File: src/rtl/mux8_rr_sched.sv
// Round-robin owner of one 8:1 single-bit mux channel with a one-cycle gap between owners.
// Optional hold-limit release is compiled in with `define MUX8_RR_TIMEOUT_EN (limit MAX_HOLD).
module mux8_rr_sched #(
  parameter int MAX_HOLD = 16
) (
  input  logic       clk,
  input  logic       rst_n,
  input  logic [7:0] req,
  input  logic [7:0] d,
  output logic [7:0] grant,
  output logic [2:0] sel,
  output logic       y,
  output logic       y_valid,
  output logic       busy
);

  typedef enum logic [1:0] {
    ST_IDLE = 2'd0,
    ST_BUSY = 2'd1,
    ST_GAP  = 2'd2
  } state_t;

  state_t     r_state;
  state_t     w_state_nxt;
  logic [7:0] r_grant;
  logic [7:0] w_grant_nxt;
  logic [2:0] r_sel;
  logic [2:0] w_sel_nxt;
  logic [2:0] r_ptr;
  logic [2:0] w_ptr_nxt;
  logic       r_y;
  logic       r_y_vld;
  logic [2:0] w_win;
  logic       w_expire;

  if (MAX_HOLD < 2 || MAX_HOLD > 256) begin : g_bad_max_hold
    $error("mux8_rr_sched: MAX_HOLD must be within 2..256");
  end

`ifdef MUX8_RR_TIMEOUT_EN
  localparam logic [7:0] HOLD_LAST = 8'(MAX_HOLD - 1);

  logic [7:0] r_cnt;

  // Count sits at zero outside BUSY, so it is already cleared on every entry.
  always_ff @(posedge clk or negedge rst_n) begin
    if (!rst_n) begin
      r_cnt <= '0;
    end else if (r_state == ST_BUSY && w_state_nxt == ST_BUSY) begin
      r_cnt <= r_cnt + 8'd1;
    end else begin
      r_cnt <= '0;
    end
  end

  assign w_expire = (r_state == ST_BUSY) && (r_cnt == HOLD_LAST);
`else
  assign w_expire = 1'b0;
`endif

  // Scanning offsets high-to-low leaves the lowest offset from r_ptr as the winner.
  always_comb begin
    w_win = r_ptr;
    for (int i = 7; i >= 0; i--) begin
      if (req[r_ptr + 3'(i)]) begin
        w_win = r_ptr + 3'(i);
      end
    end
  end

  always_comb begin
    w_state_nxt = r_state;
    w_grant_nxt = r_grant;
    w_sel_nxt   = r_sel;
    w_ptr_nxt   = r_ptr;
    unique case (r_state)
      ST_IDLE, ST_GAP: begin
        if (|req) begin
          w_state_nxt = ST_BUSY;
          w_grant_nxt = 8'b1 << w_win;
          w_sel_nxt   = w_win;
          w_ptr_nxt   = w_win + 3'd1;
        end else begin
          w_state_nxt = ST_IDLE;
          w_grant_nxt = '0;
        end
      end
      ST_BUSY: begin
        if (!req[r_sel] || w_expire) begin
          w_state_nxt = ST_GAP;
          w_grant_nxt = '0;
        end
      end
      default: begin
        w_state_nxt = ST_IDLE;
        w_grant_nxt = '0;
      end
    endcase
  end

  always_ff @(posedge clk or negedge rst_n) begin
    if (!rst_n) begin
      r_state <= ST_IDLE;
      r_grant <= '0;
      r_sel   <= '0;
      r_ptr   <= '0;
      r_y     <= 1'b0;
      r_y_vld <= 1'b0;
    end else begin
      r_state <= w_state_nxt;
      r_grant <= w_grant_nxt;
      r_sel   <= w_sel_nxt;
      r_ptr   <= w_ptr_nxt;
      r_y     <= (|r_grant) ? d[r_sel] : 1'b0;
      r_y_vld <= |r_grant;
    end
  end

  assign grant   = r_grant;
  assign sel     = r_sel;
  assign y       = r_y;
  assign y_valid = r_y_vld;
  assign busy    = |r_grant;

endmodule

File: config.mk
export PLATFORM = sky130hd
export DESIGN_NAME = mux8_rr_sched
export DESIGN_NICKNAME = d
export VERILOG_FILES = /design/src/rtl/mux8_rr_sched.sv
export SDC_FILE = /design/constraint.sdc
export NUM_CORES = 1
export LEC_CHECK = 0
export CORE_MARGIN = 4
export CORE_UTILIZATION = 55
export CTS_BUF_LIST = sky130_fd_sc_hd__clkbuf_16
export CTS_CLUSTER_SIZE = 12
export DETAILED_ROUTE_END_ITERATION = 12
export MAX_ROUTING_LAYER = met4
export PLACE_DENSITY_LB_ADDON = 0.1
export SLEW_MARGIN = 15
export SYNTH_ARGS = -nofsm -noshare
export SYNTH_HDL_FRONTEND = slang
export SYNTH_SLANG_ARGS = --single-unit
export TNS_END_PERCENT = 5
File: constraint.sdc
create_clock -name clk -period 8.93 [get_ports clk]
set_input_delay 2.679 -clock clk [delete_from_list [all_inputs] [get_ports clk]]
set_output_delay 2.679 -clock clk [all_outputs]
set_load 0.02 [all_outputs]
# --- Word-level counts from Yosys, hierarchy flattened ---
# Index checks and enable logic that the tools add are counted.
totals:
  ff_bits: 18
  latch_bits: 0
  mem_bits_rw: 0
  rom_bits: 0
  in_bits: 18
  out_inout_bits: 14
  word_cells: 67
  mem_count: 0
classes:
  add_sub_neg: 8
  multipliers: 0
  div_mod_pow: 0
  magnitude_cmp: 9
  eq_ne: 3
  shifts: 1
  mux: 35
  bitwise_logic: 0
  n_reduce_logical: 5
ops:
  columns: ["op", "count"]
  rows:
  - ["less-than comparator 3 x 4 -> 1 bit, second input constant", 9]
  - ["binary-select mux 1 bit (select 3 bit)", 10]
  - ["2-to-1 mux 3 bit", 8]
  - ["2-to-1 mux 8 bit", 2]
  - ["one-hot mux 8 bit (2 select lines)", 1]
  - ["OR reduction 8 bit", 2]
  - ["adder 3 bit, second input constant", 4]
  - ["2-to-1 mux 1 bit", 12]
  - ["<< shifter 1 x 3 -> 8 bit, first input constant", 1]
  - ["adder 3 x 1 -> 3 bit, second input constant", 2]
  - ["adder 3 x 2 -> 3 bit, second input constant", 2]
  - ["one-hot mux 2 bit (2 select lines)", 1]
  - ["== test 2 x 1 -> 1 bit, second input constant", 1]
  - ["== test 2 bit, second input constant", 1]
  - ["logical NOT 2 bit", 1]
  - ["2-to-1 mux 2 bit", 1]
  - ["inequality test 2 bit, second input constant", 1]
  - ["AND reduction 2 bit", 1]
  - ["OR reduction 2 bit", 1]

# --- Depth between registers and ports, before layout ---
# Gate-level depths: netlist of run 1.
logic_depth:
  ltp_word: 14
  mapped_depth: 16
  mapped_depth_nobuf: 12

# --- Worst setup path before layout of run 1 ---
# No wires, ideal clock.
synth_timing:
  kind: "input port to flip-flop"
  from: "input port req[0]"
  to: "register r_ptr[2]"
  arrival_time_ps: 4690
  t_required_ps: 8796
  slack_ps: 4106
  path_stages: 10
  path_buffers: 0
  path_cell_list: "mux4_2 -> mux2i_1 -> nor2_1 -> o211a_1 -> nor4b_2 -> o31ai_1 -> ha_1 -> ha_1 -> nand2_1 -> o21ai_0"
synth_via:
  elab_chain_len: 11
  word_cells_on_any_way: 27
synth_lines:
  columns: ["element", "line_no", "source"]
  rows:
  - ["start, declared", "8", "input logic [7:0] req,"]
  - ["binary-select mux 1 bit (select 3 bit)", "65", "if (req[r_ptr + 3'(i)]) begin"]
  - ["2-to-1 mux 1 bit (implied by the code)", "65", null]
  - ["2-to-1 mux 3 bit (7 in series)", "65", null]
  - ["2-to-1 mux 3 bit (*)", "65", null]
  - ["named net w_win[1]", "33", "logic [2:0] w_win;"]
  - ["adder 3 x 1 -> 3 bit (*)", "82", "w_ptr_nxt = w_win + 3'd1;"]
  - ["end signal, assigned", "113", "r_ptr <= w_ptr_nxt;"]
  - ["end, declared", "29", "logic [2:0] r_ptr;"]
# Mark *: on every way through the listed nets, which the timed path passes. The rest lies on a longest branch. The select of a mux whose other input is x is not followed.
# A chain may end at the register's enable or synchronous reset.

# --- Worst setup path after layout of run 1 ---
# Ends and elaborated chain as after synthesis.

==> reports/results.txt, run 1 <==
status = finished clean
Post-synth ARST share = 100%
Slowest-stage cell, CP = mux4_2
die height = 65.2 um
clk sink count = 18
Tcrit/Tclk final = 61.2%
DR vias = 1512
Post-Route Skew = 0.00538 ns
hold buffers post-CTS = 0
crit path DAT = 5.59 ns
global-route usage over all layers = 22.2%
Mapped Nets = 191
final hold vios = 0
Rows = 20
largest net degree at the start of global routing = 25
grt total ovfl = 0
Critical Path End Type = flop
Via-to-Cell Ratio = 6.38
clock period minus worst slack = 5.47 ns
cell family with most CP delay = multiplexers
Port Buffer Count = 31
Die X = 65.2 um
Yosys Warn Count = 0
RSZ-0062 raised after global routing = false
I/O Pins = 32
Placement Setup Slack = 3.23 ns
routed len/inst = 17.9 um
Mapped Avg Cell Area = 10.8 um2
DP HPWL = 3.19 mm
Critical Path RT = 9.05 ns
setup ws final = 3.46 ns
Worst setup SP type = primary input
TritonCTS clock tree = done
crit path cell chain = clkdlybuf4s50_1, mux4_2, mux2i_1, nor2_1, o211a_1, nor4b_2, o31ai_1, ha_1, ha_1, nand2_1, o21ai_0
post-route ant nets = 0
max-slew violation count = 0
final setup vio count = 0
final WL = 4.25 mm
drt pass-1 iters = 4
kind of critical path = primary input to flop
total CTS buffers = 3
Distinct cells, synth = 46
Die ar. = 4250 um2
Worst Tran Pin Value = 0.797 ns
layout cells sized above 1 = 18.7%
first-pass GRT wire length = 7.20 mm
vias in the first global route = 1471
CTS clk-pin slew, worst paths = 0.05 ns
filler instances = 226
Yosys reg bits = 18
Max-slew headroom = 46.7%
initial antenna violation count = 0
Power Density = 462 nW/um2
# resized after CTS = 0
Post-synth EDFFs = 0
Syn-to-layout area delta = 21.9%
ys flop type = dfrtp_1
Worst-Skew Late Latency = 0.25 ns
drt drc = 0
Pwr Total = 1.01 mW
Iter 0 DRT Violations = 160
worst hold path class = flop to flop
Initial Utilization = 58.4%
clock root cell = clkbuf_16
Layout Nets = 219
TNS Setup = 0 ns
Core Region = 3080 um2
RD Place Congestion = 0.999
register area share after synthesis = 25.1%
maximum VDD drop = 0.000273 V
mapped cell area = 1800 um2
max cap viols = 0
Max FO, Critical Path = 9
Mapped Cells = 166
crit-path max cell delay = 0.59 ns
CP most frequent cell = ha_1
Buf+Inv Stages, Crit Path = 1
Inserted Diodes = 0
Clock Path Buffers = 2
Setup Buffers After CTS = 0
Static Leak = 0.864 nW
achievable frequency = 183 MHz
H-tree lvl count = 1
==> routing by layer <==
layer / vias to the layer above / global-route usage [%] / share of wire [%]
met2: 44 / 34.4 / 51
li1: 715 / - / -
met5: - / - / 0
met3: 4 / 4.79 / 5.2
met4: 0 / 3.63 / 0.63
met1: 749 / 31.1 / 43
==> where the power goes <==
group | internal [mW] | leakage, nW | switching, mW | total, mW
logic | 0.352 | 0.597 | 0.389 | 0.741
registers | 0.116 | 0.229 | 0.0656 | 0.181
clock network | 0.0595 | 0.0385 | 0.0300 | 0.0895
total | 0.527 | 0.864 | 0.484 | 1.01
==> through the flow <==
step                      std cells  utilization [%]  area [um2]  hold WS [ns]
after floorplan                 166                -        1800         0.482
after global placement          233             68.6        2110         0.497
after detailed placement        233             68.6        2110         0.498
after CTS                       237             71.1        2190         0.507
after global routing            237             71.2        2190         0.548
final                           237             71.2        2190         0.507
==> worst reg2reg max path, delay by kind of cell (launching register included) <==
kind                     cells  cell delay [ns]
flip-flops                   1             0.62
AO/OA/AOI/OAI                3             0.46
AND/OR/NAND/NOR              3             0.53
multiplexers                 2             0.70
adder cells (fa/ha/maj)      3             1.16
buffers and inverters        1             0.31
==> layout by cell type (no fill, tap or decap), types with 3 or more instances in the layout <==
| cell type | synthesis | final |
|---|---|---|
| a21oi_1 | 10 | 10 |
| a221o_1 | 3 | 3 |
| a32o_1 | 3 | 3 |
| clkbuf_16 | 0 | 3 |
| clkdlybuf4s50_1 | 0 | 31 |
| dfrtp_1 | 18 | 17 |
| ha_1 | 7 | 7 |
| inv_1 | 5 | 5 |
| mux2_2 | 7 | 7 |
| mux2i_1 | 12 | 12 |
| mux4_2 | 16 | 16 |
| nand2_1 | 16 | 16 |
| nor2_1 | 10 | 10 |
| nor2b_1 | 3 | 3 |
| nor3_1 | 3 | 3 |
| nor4_1 | 4 | 4 |
| o21ai_0 | 7 | 7 |
==> sequential cells by signal (all words and copies together), names as in the netlist <==
name     count
r_ptr        3
sel          3
y_valid      1
y            1
r_state      2
grant        8
==> kinds of logic (layout without fill, tap and decap cells) <==
family          Yosys count  in the layout  share of synthesized area [%]
simple gates             45             45                           12.5
fa+ha+maj                 7              7                           4.87
compound gates           44             44                           20.5
xor+xnor                  2              2                          0.975
flops                    18             18                           25.1
mux                      36             36                           31.8
buf+inv                  14             41                           4.32
==> cells in the mapped netlist (2+ instances only) <==
master    count  share of area [%]
nand2_1      16                3.3
mux4_2       16                 20
inv_1         5                1.0
clkbuf_1      3               0.63
mux2_2        7                4.4
dfrtp_1      18                 25
a21oi_1      10                2.8
a22o_1        2               0.98
nor2b_1       3                1.0
nand3_1       2               0.56
buf_2         2               0.56
a221o_1       3                1.7
o31a_1        2               0.98
buf_6         3                1.9
nand2b_1      2               0.70
a32oi_1       2               0.98
o21ai_0       7                1.9
nor4_1        4                1.4
ha_1          7                4.9
o31ai_1       2               0.84
mux2i_1      12                6.7
nor3_1        3               0.84
nor2_1       10                2.1
a32o_1        3                1.7
==> final timing paths <==
kind	startpoint	to	slack, ns	depth (start not counted)
max	req[0]	r_ptr[2]	3.46	11
min	grant[3]	grant[3]	0.51	2
max reg2reg	r_ptr[1]	r_ptr[2]	5.02	12
min reg2reg	grant[3]	grant[3]	0.51	2
max in group asynchronous	rst_n	r_ptr[0]	5.48	1
min in group asynchronous	rst_n	grant[1]	2.89	1
==> final cells by class <==
type | count | area, um2 | share of cell area [%]
clock inverter | 1 | 3.75 | 0.171
clock buffer | 3 | 75.1 | 3.43
tap | 44 | 55.1 | 2.51
sequential | 18 | 452 | 20.6
multi-input combinational | 134 | 1270 | 57.9
inverter | 5 | 18.8 | 0.857
timing repair buffer | 32 | 318 | 14.5
(Power assumes the default switching activity.)
==> inputs of run 2 (changes only) <==
--- a/config.mk
+++ b/config.mk
@@ -6,7 +6,7 @@
 export NUM_CORES = 1
 export LEC_CHECK = 0
 export CORE_MARGIN = 4
-export CORE_UTILIZATION = 55
+export CORE_UTILIZATION = 48
 export CTS_BUF_LIST = sky130_fd_sc_hd__clkbuf_16
 export CTS_CLUSTER_SIZE = 12
 export DETAILED_ROUTE_END_ITERATION = 12
==> constraint.sdc (replaced) <==
create_clock -name clk -period 5 [get_ports clk]
set_input_delay 1.5 -clock clk [delete_from_list [all_inputs] [get_ports clk]]
set_output_delay 1.5 -clock clk [all_outputs]
set_load 0.02 [all_outputs]
==> run 2 against run 1 <==
Power is 83% higher. Routed wire length is 11% higher. Clock skew is 0.0046 ns lower. Die area is 13% higher. First-iteration DRC count is 23% lower. Flip-flop and latch count stayed put. Cell area is 0.74% higher. Combinational power is 92% higher.
==> reports/results.txt, run 2 (synthesis gave the netlist of run 1 again) <==
status = finished clean (unchanged)
Hold Path Depth = 1 (was 2)
Power Density = 839 nW/um2 (was 462 nW/um2)
crit path DAT = 4.45 ns (was 5.59 ns)
FF+latch area = 450 um2 (was 452 um2)
Non-Filler Instances = 241 (was 237)
layout cells sized above 1 = 19.0% (was 18.7%)
Slowest-stage cell, CP = clkdlybuf4s50_1 (was mux4_2)
kind of critical path = primary input to flop (unchanged)
Largest register FFs = 8 (unchanged)
Max-slew headroom = 44.9% (was 46.7%)
Critical Path End Type = flop (unchanged)
Inserted Diodes = 0 (unchanged)
Clock Path Buffers = 2 (unchanged)
Max FO, Critical Path = 9 (unchanged)
maximum VDD drop = 0.000416 V (was 0.000273 V)
post-route cell area = 2210 um2 (was 2190 um2)
Static Leak = 0.875 nW (was 0.864 nW)
max cap viols = 0 (unchanged)
# resized after CTS = 0 (unchanged)
Rows = 21 (was 20)
Post-Route Skew = 0.000813 ns (was 0.00538 ns)
final WL = 4.74 mm (was 4.25 mm)
setup ws final = 0.669 ns (was 3.46 ns)
routed len/inst = 19.7 um (was 17.9 um)
clock root cell = clkbuf_16 (unchanged)
Core Region = 3470 um2 (was 3080 um2)
achievable frequency = 231 MHz
hold buffers post-CTS = 0 (unchanged)
reg2reg path depth = 13 (was 12)
die height = 69.2 um (was 65.2 um)
Post-DP Area = 2130 um2 (was 2110 um2)
grt total ovfl = 0 (unchanged)
vias in the first global route = 1569 (was 1471)
total CTS buffers = 3 (unchanged)
global-route usage over all layers = 20.4% (was 22.2%)
drt pass-1 iters = 4 (unchanged)
Die X = 69.2 um (was 65.2 um)
Die ar. = 4790 um2 (was 4250 um2)
RD Place Congestion = 0.899 (was 0.999)
Worst setup SP type = primary input (unchanged)
Via-to-Cell Ratio = 6.48 (was 6.38)
post-route ant nets = 0 (unchanged)
Setup Buffers After CTS = 0 (unchanged)
largest net degree at the start of global routing = 21 (was 25)
Layout Nets = 221 (was 219)
final hold vios = 0 (unchanged)
H-tree lvl count = 1 (unchanged)
final core utilization = 63.6% (was 71.2%)
Initial Utilization = 51.8% (was 58.4%)
Worst-Skew Late Latency = 0.25 ns (about the same)
worst hold path class = flop to flop (unchanged)
crit path cell chain = clkdlybuf4s50_1, mux2i_1, mux4_2, and2_1, and4_1, nor3_2, inv_1, ha_1, ha_1, nand2_1, o21ai_0 (was clkdlybuf4s50_1, mux4_2, mux2i_1, nor2_1, o211a_1, nor4b_2, o31ai_1, ha_1, ha_1, nand2_1, o21ai_0)
clock period minus worst slack = 4.33 ns
Tcrit/Tclk final = 86.6%
clk sink count = 18 (unchanged)
commonest non-fill, non-tap cell in the layout = clkdlybuf4s50_1 (unchanged)
I/O Pins = 32 (unchanged)
initial antenna violation count = 0 (unchanged)
DR vias = 1562 (was 1512)
max-slew violation count = 0 (unchanged)
Pwr Total = 1.85 mW (was 1.01 mW)
crit-path max cell delay = 0.66 ns (was 0.59 ns)
worst hold slack = 0.524 ns (was 0.507 ns)
dpl cells = 237 (was 233)
RSZ-0062 raised after global routing = false (unchanged)
area of the multi-input gates = 1270 um2 (unchanged)
filler instances = 293 (was 226)
Iter 0 DRT Violations = 123 (was 160)
TNS Setup = 0 ns (unchanged)
TritonCTS clock tree = done (unchanged)
Critical Path RT = 5.12 ns (was 9.05 ns)
Syn-to-layout area delta = 22.8% (was 21.9%)
drt drc = 0 (unchanged)
Placement Setup Slack = 0.452 ns (was 3.23 ns)
Worst Tran Pin Value = 0.824 ns (was 0.797 ns)
Port Buffer Count = 31 (unchanged)
final setup vio count = 0 (unchanged)
first-pass GRT wire length = 7.85 mm (was 7.20 mm)
CP most frequent cell = ha_1 (unchanged)
DP HPWL = 3.49 mm (was 3.19 mm)
most frequent cells in the layout = clkdlybuf4s50_1, dfrtp_1, mux4_2, nand2_1, mux2i_1 (unchanged)
CTS clk-pin slew, worst paths = 0.05 ns (about the same)
run 2: power by group:
| part | internal [mW] | switching (mW) | leakage, nW |
|---|---|---|---|
| Clock | 0.106 | 0.0517 | 0.0385 |
| Sequential | 0.207 | 0.0704 | 0.230 |
| Combinational | 0.643 | 0.773 | 0.607 |
| Total | 0.956 | 0.895 | 0.875 |
run 2: path summary, 6_finish.rpt:
check | slack, ns | startpoint | end
worst max-delay path | 0.67 | req[2] | r_ptr[2]
worst min-delay path | 0.52 | grant[4] | grant[4]
worst max register to register | 1.25 | r_ptr[1] | r_ptr[2]
worst min register to register | 0.52 | grant[4] | grant[4]
max in group asynchronous | 2.76 | rst_n | grant[0]
min in group asynchronous | 1.73 | rst_n | sel[2]
run 2: per-layer routing:
metal	wire length [um]	up-vias	GRT usage [%]
met2	2430	45	32.8
met4	11	0	2.39
li1	-	721	-
met1	1990	794	27.6
met5	0	-	-
met3	300	2	4.06
run 2: worst max-delay path, delay by kind of cell:
family                   cells  cell delay [ns]
buffers and inverters        2             0.78
AO/OA/AOI/OAI                1             0.07
AND/OR/NAND/NOR              4             0.78
multiplexers                 2             0.81
adder cells (fa/ha/maj)      2             0.50
run 2: final cells by class:
| class | instances | area share (%) |
|---|---|---|
| Clock inverter | 1 | 0.170 |
| Sequential cell | 18 | 20.4 |
| Multi-Input combinational cell | 134 | 57.5 |
| Timing Repair Buffer | 34 | 15.1 |
| Tap cell | 46 | 2.61 |
| Inverter | 5 | 0.850 |
| Clock buffer | 3 | 3.40 |
==> inputs of run 3 (changes only) <==
--- a/config.mk
+++ b/config.mk
@@ -5,8 +5,9 @@
 export SDC_FILE = /design/constraint.sdc
 export NUM_CORES = 1
 export LEC_CHECK = 0
+export ABC_AREA = 1
 export CORE_MARGIN = 4
-export CORE_UTILIZATION = 48
+export CORE_UTILIZATION = 47
 export CTS_BUF_LIST = sky130_fd_sc_hd__clkbuf_16
 export CTS_CLUSTER_SIZE = 12
 export DETAILED_ROUTE_END_ITERATION = 12
==> run 3 against run 2 <==
Clock-buffer cell count is the same. Flip-flop and latch count is the same. Cell area shrank 8.6%. Clock skew grew 0.0011 ns. Sequential share of layout area grew 1.9 points. Largest cell class unchanged. Highest routed layer unchanged.
==> reports/results.txt, run 3 <==
RD Place Congestion = 0.954 (was 0.899)
Worst setup SP type = primary input (unchanged)
TNS Setup = 0 ns (unchanged)
hold buffers post-CTS = 0 (unchanged)
die height = 66.6 um (was 69.2 um)
post-synthesis adder-cell area fraction = 5.42% (was 4.87%)
worst hold path class = flop to flop (unchanged)
Die ar. = 4440 um2 (was 4790 um2)
Via-to-Cell Ratio = 5.12 (was 6.48)
CTS clk-pin slew, worst paths = 0.05 ns (about the same)
global-route usage over all layers = 20.7% (was 20.4%)
main combinational cell family by area after synthesis = simple AND/OR/NAND/NOR gates (was multiplexers)
post-route ant nets = 0 (unchanged)
DR vias = 1623 (was 1562)
drt pass-1 iters = 4 (unchanged)
top-count cell post-synth = nand2_1 (was dfrtp_1)
TritonCTS clock tree = done (unchanged)
crit path DAT = 3.73 ns (was 4.45 ns)
Post-synth ARST share = 100% (unchanged)
Worst-Skew Late Latency = 0.25 ns (about the same)
final WL = 4.09 mm (was 4.74 mm)
Inserted Diodes = 0 (unchanged)
crit-path max cell delay = 0.57 ns (was 0.66 ns)
final hold vios = 0 (unchanged)
reg2reg path depth = 20 (was 13)
Largest register FFs = 8 (unchanged)
Slowest-stage cell, CP = clkdlybuf4s50_1 (unchanged)
register area share after synthesis = 27.9% (was 25.1%)
clock root cell = clkbuf_16 (unchanged)
initial antenna violation count = 0 (unchanged)
Yosys reg bits = 18 (unchanged)
ys flop type = dfrtp_1 (unchanged)
top-area cell type share of the netlist area = 27.9% (was 25.1%)
clock period minus worst slack = 3.60 ns (was 4.33 ns)
layout cells sized above 1 = 16.2% (was 19.0%)
Layout Nets = 297 (was 221)
Critical Path End Type = flop (unchanged)
complex-gate fraction of the synthesized area = 7.51% (was 20.5%)
Max-slew headroom = 47.0% (was 44.9%)
Non-Filler Instances = 317 (was 241)
vias in the first global route = 1554 (was 1569)
kind of critical path = primary input to flop (unchanged)
Syn-to-layout area delta = 24.9% (was 22.8%)
Critical Path RT = 5.12 ns (about the same)
crit path cell chain = clkdlybuf4s50_1, nand2_1, nand3_1, nand3_2, nand2_2, a21oi_1, nand2_1, nand2_1, nand2_1, nand2_1, nand2_1, nand2_1, nand2_1, inv_1, ha_1, ha_1, nand2_1, o21ai_0 (was clkdlybuf4s50_1, mux2i_1, mux4_2, and2_1, and4_1, nor3_2, inv_1, ha_1, ha_1, nand2_1, o21ai_0)
Port Buffer Count = 31 (unchanged)
routed len/inst = 12.9 um (was 19.7 um)
mapped cell area = 1620 um2 (was 1800 um2)
Tcrit/Tclk final = 72.1% (was 86.6%)
I/O Pins = 32 (unchanged)
achievable frequency = 278 MHz (was 231 MHz)
status = finished clean (unchanged)
clk sink count = 18 (unchanged)
commonest non-fill, non-tap cell in the layout = nand2_1 (was clkdlybuf4s50_1)
Post-Route Skew = 0.00195 ns (was 0.000813 ns)
Mapped Cells = 241 (was 166)
xor/xnor share of the synthesized area = 1.01% (was 0.975%)
final setup vio count = 0 (unchanged)
Die X = 66.6 um (was 69.2 um)
H-tree lvl count = 1 (unchanged)
RSZ-0062 raised after global routing = false (unchanged)
Yosys Warn Count = 0 (unchanged)
Distinct cells, synth = 26 (was 46)
cell taking the most area after synthesis = dfrtp_1 (unchanged)
Max FO, Critical Path = 4 (was 9)
grt total ovfl = 0 (unchanged)
max-slew violation count = 0 (unchanged)
Synth Area in Simple Gates = 47.7% (was 12.5%)
Core Region = 3340 um2 (was 3470 um2)
max cap viols = 0 (unchanged)
first-pass GRT wire length = 6.89 mm (was 7.85 mm)
drt drc = 0 (unchanged)
Area contributors post-synth = dfrtp_1, nand2_1, nand3_1 (was dfrtp_1, mux4_2, mux2i_1)
total CTS buffers = 3 (unchanged)
Post-synth EDFFs = 0 (unchanged)
synth cell count leaders = nand2_1, nand3_1, dfrtp_1, inv_1, nand2_2 (was dfrtp_1, mux4_2, nand2_1)
mux share of post-synthesis cell area = 0.620% (was 31.8%)
most frequent cells in the layout = nand2_1, clkdlybuf4s50_1, nand3_1 (was clkdlybuf4s50_1, dfrtp_1, mux4_2, nand2_1, mux2i_1)
Setup Buffers After CTS = 0 (unchanged)
dpl cells = 313 (was 237)
DP HPWL = 3.16 mm (was 3.49 mm)
Rows = 21 (unchanged)
# resized after CTS = 0 (unchanged)
Iter 0 DRT Violations = 112 (was 123)
Mapped Nets = 266 (was 191)
Mapped Avg Cell Area = 6.70 um2 (was 10.8 um2)
Hold Path Depth = 1 (unchanged)
CP most frequent cell = nand2_1 (was ha_1)
Worst Tran Pin Value = 0.792 ns (was 0.824 ns)
Initial Utilization = 48.4% (was 51.8%)
largest net degree at the start of global routing = 19 (was 21)
Clock Path Buffers = 2 (unchanged)
run 3: through the flow:
step	area [um2]	utilization [%]	setup slack (ns)	hold slack [ns]
after floorplan	1620	-	1.92	0.411
after global placement	1940	58.1	1.17	0.420
after detailed placement	1940	58.1	1.14	0.426
after CTS	2020	60.5	1.40	0.432
after global routing	2020	60.5	1.20	0.449
final	2020	60.5	1.40	0.430
run 3: critical path, delay by kind of cell:
family                     cells  cell delay (ns)
adders and majority gates      2             0.48
AOI/OAI and AO/OA              2             0.12
and+or+nand+nor               12             0.99
buffers and inverters          2             0.64
run 3: kinds of logic (layout without fill, tap and decap cells):
kind of cell,Yosys count,after routing
fa+ha+maj,7,7
simple gates,158,158
mux,1,1
buf+inv,35,65
xor+xnor,1,1
flops,18,18
compound gates,21,21
run 3: final timing paths:
kind,startpoint,end,slack (ns)
hold / removal,r_state[1],r_state[1],0.43
setup / recovery,req[3],r_ptr[2],1.40
min in group asynchronous,rst_n,grant[2],1.71
hold reg to reg,r_state[1],r_state[1],0.43
max in group asynchronous,rst_n,r_state[0],2.79
setup reg to reg,r_ptr[0],r_ptr[2],1.78
run 3: per-layer routing:
layer  track usage (%)  part of all wire, %  up-vias
met5                 -                    0        -
met4              6.85                  1.0        0
met3              3.20                  6.1        5
met2              33.3                   46       42
met1              26.7                   47      735
li1                  -                    -      841
run 3: layout make-up:
cell class / instances / area (um2)
fillers: 351 / 1320
clock inverters: 1 / 3.75
repair buffers: 31 / 310
multi-input cells: 188 / 1010
well taps: 46 / 57.6
inverters: 30 / 115
flip-flops and latches: 18 / 450
clock buffers: 3 / 75.1
Power of run 3 is left out: the tool's default activity adds up to more than one toggle a clock period on the data nets, which glitch-free logic cannot reach.
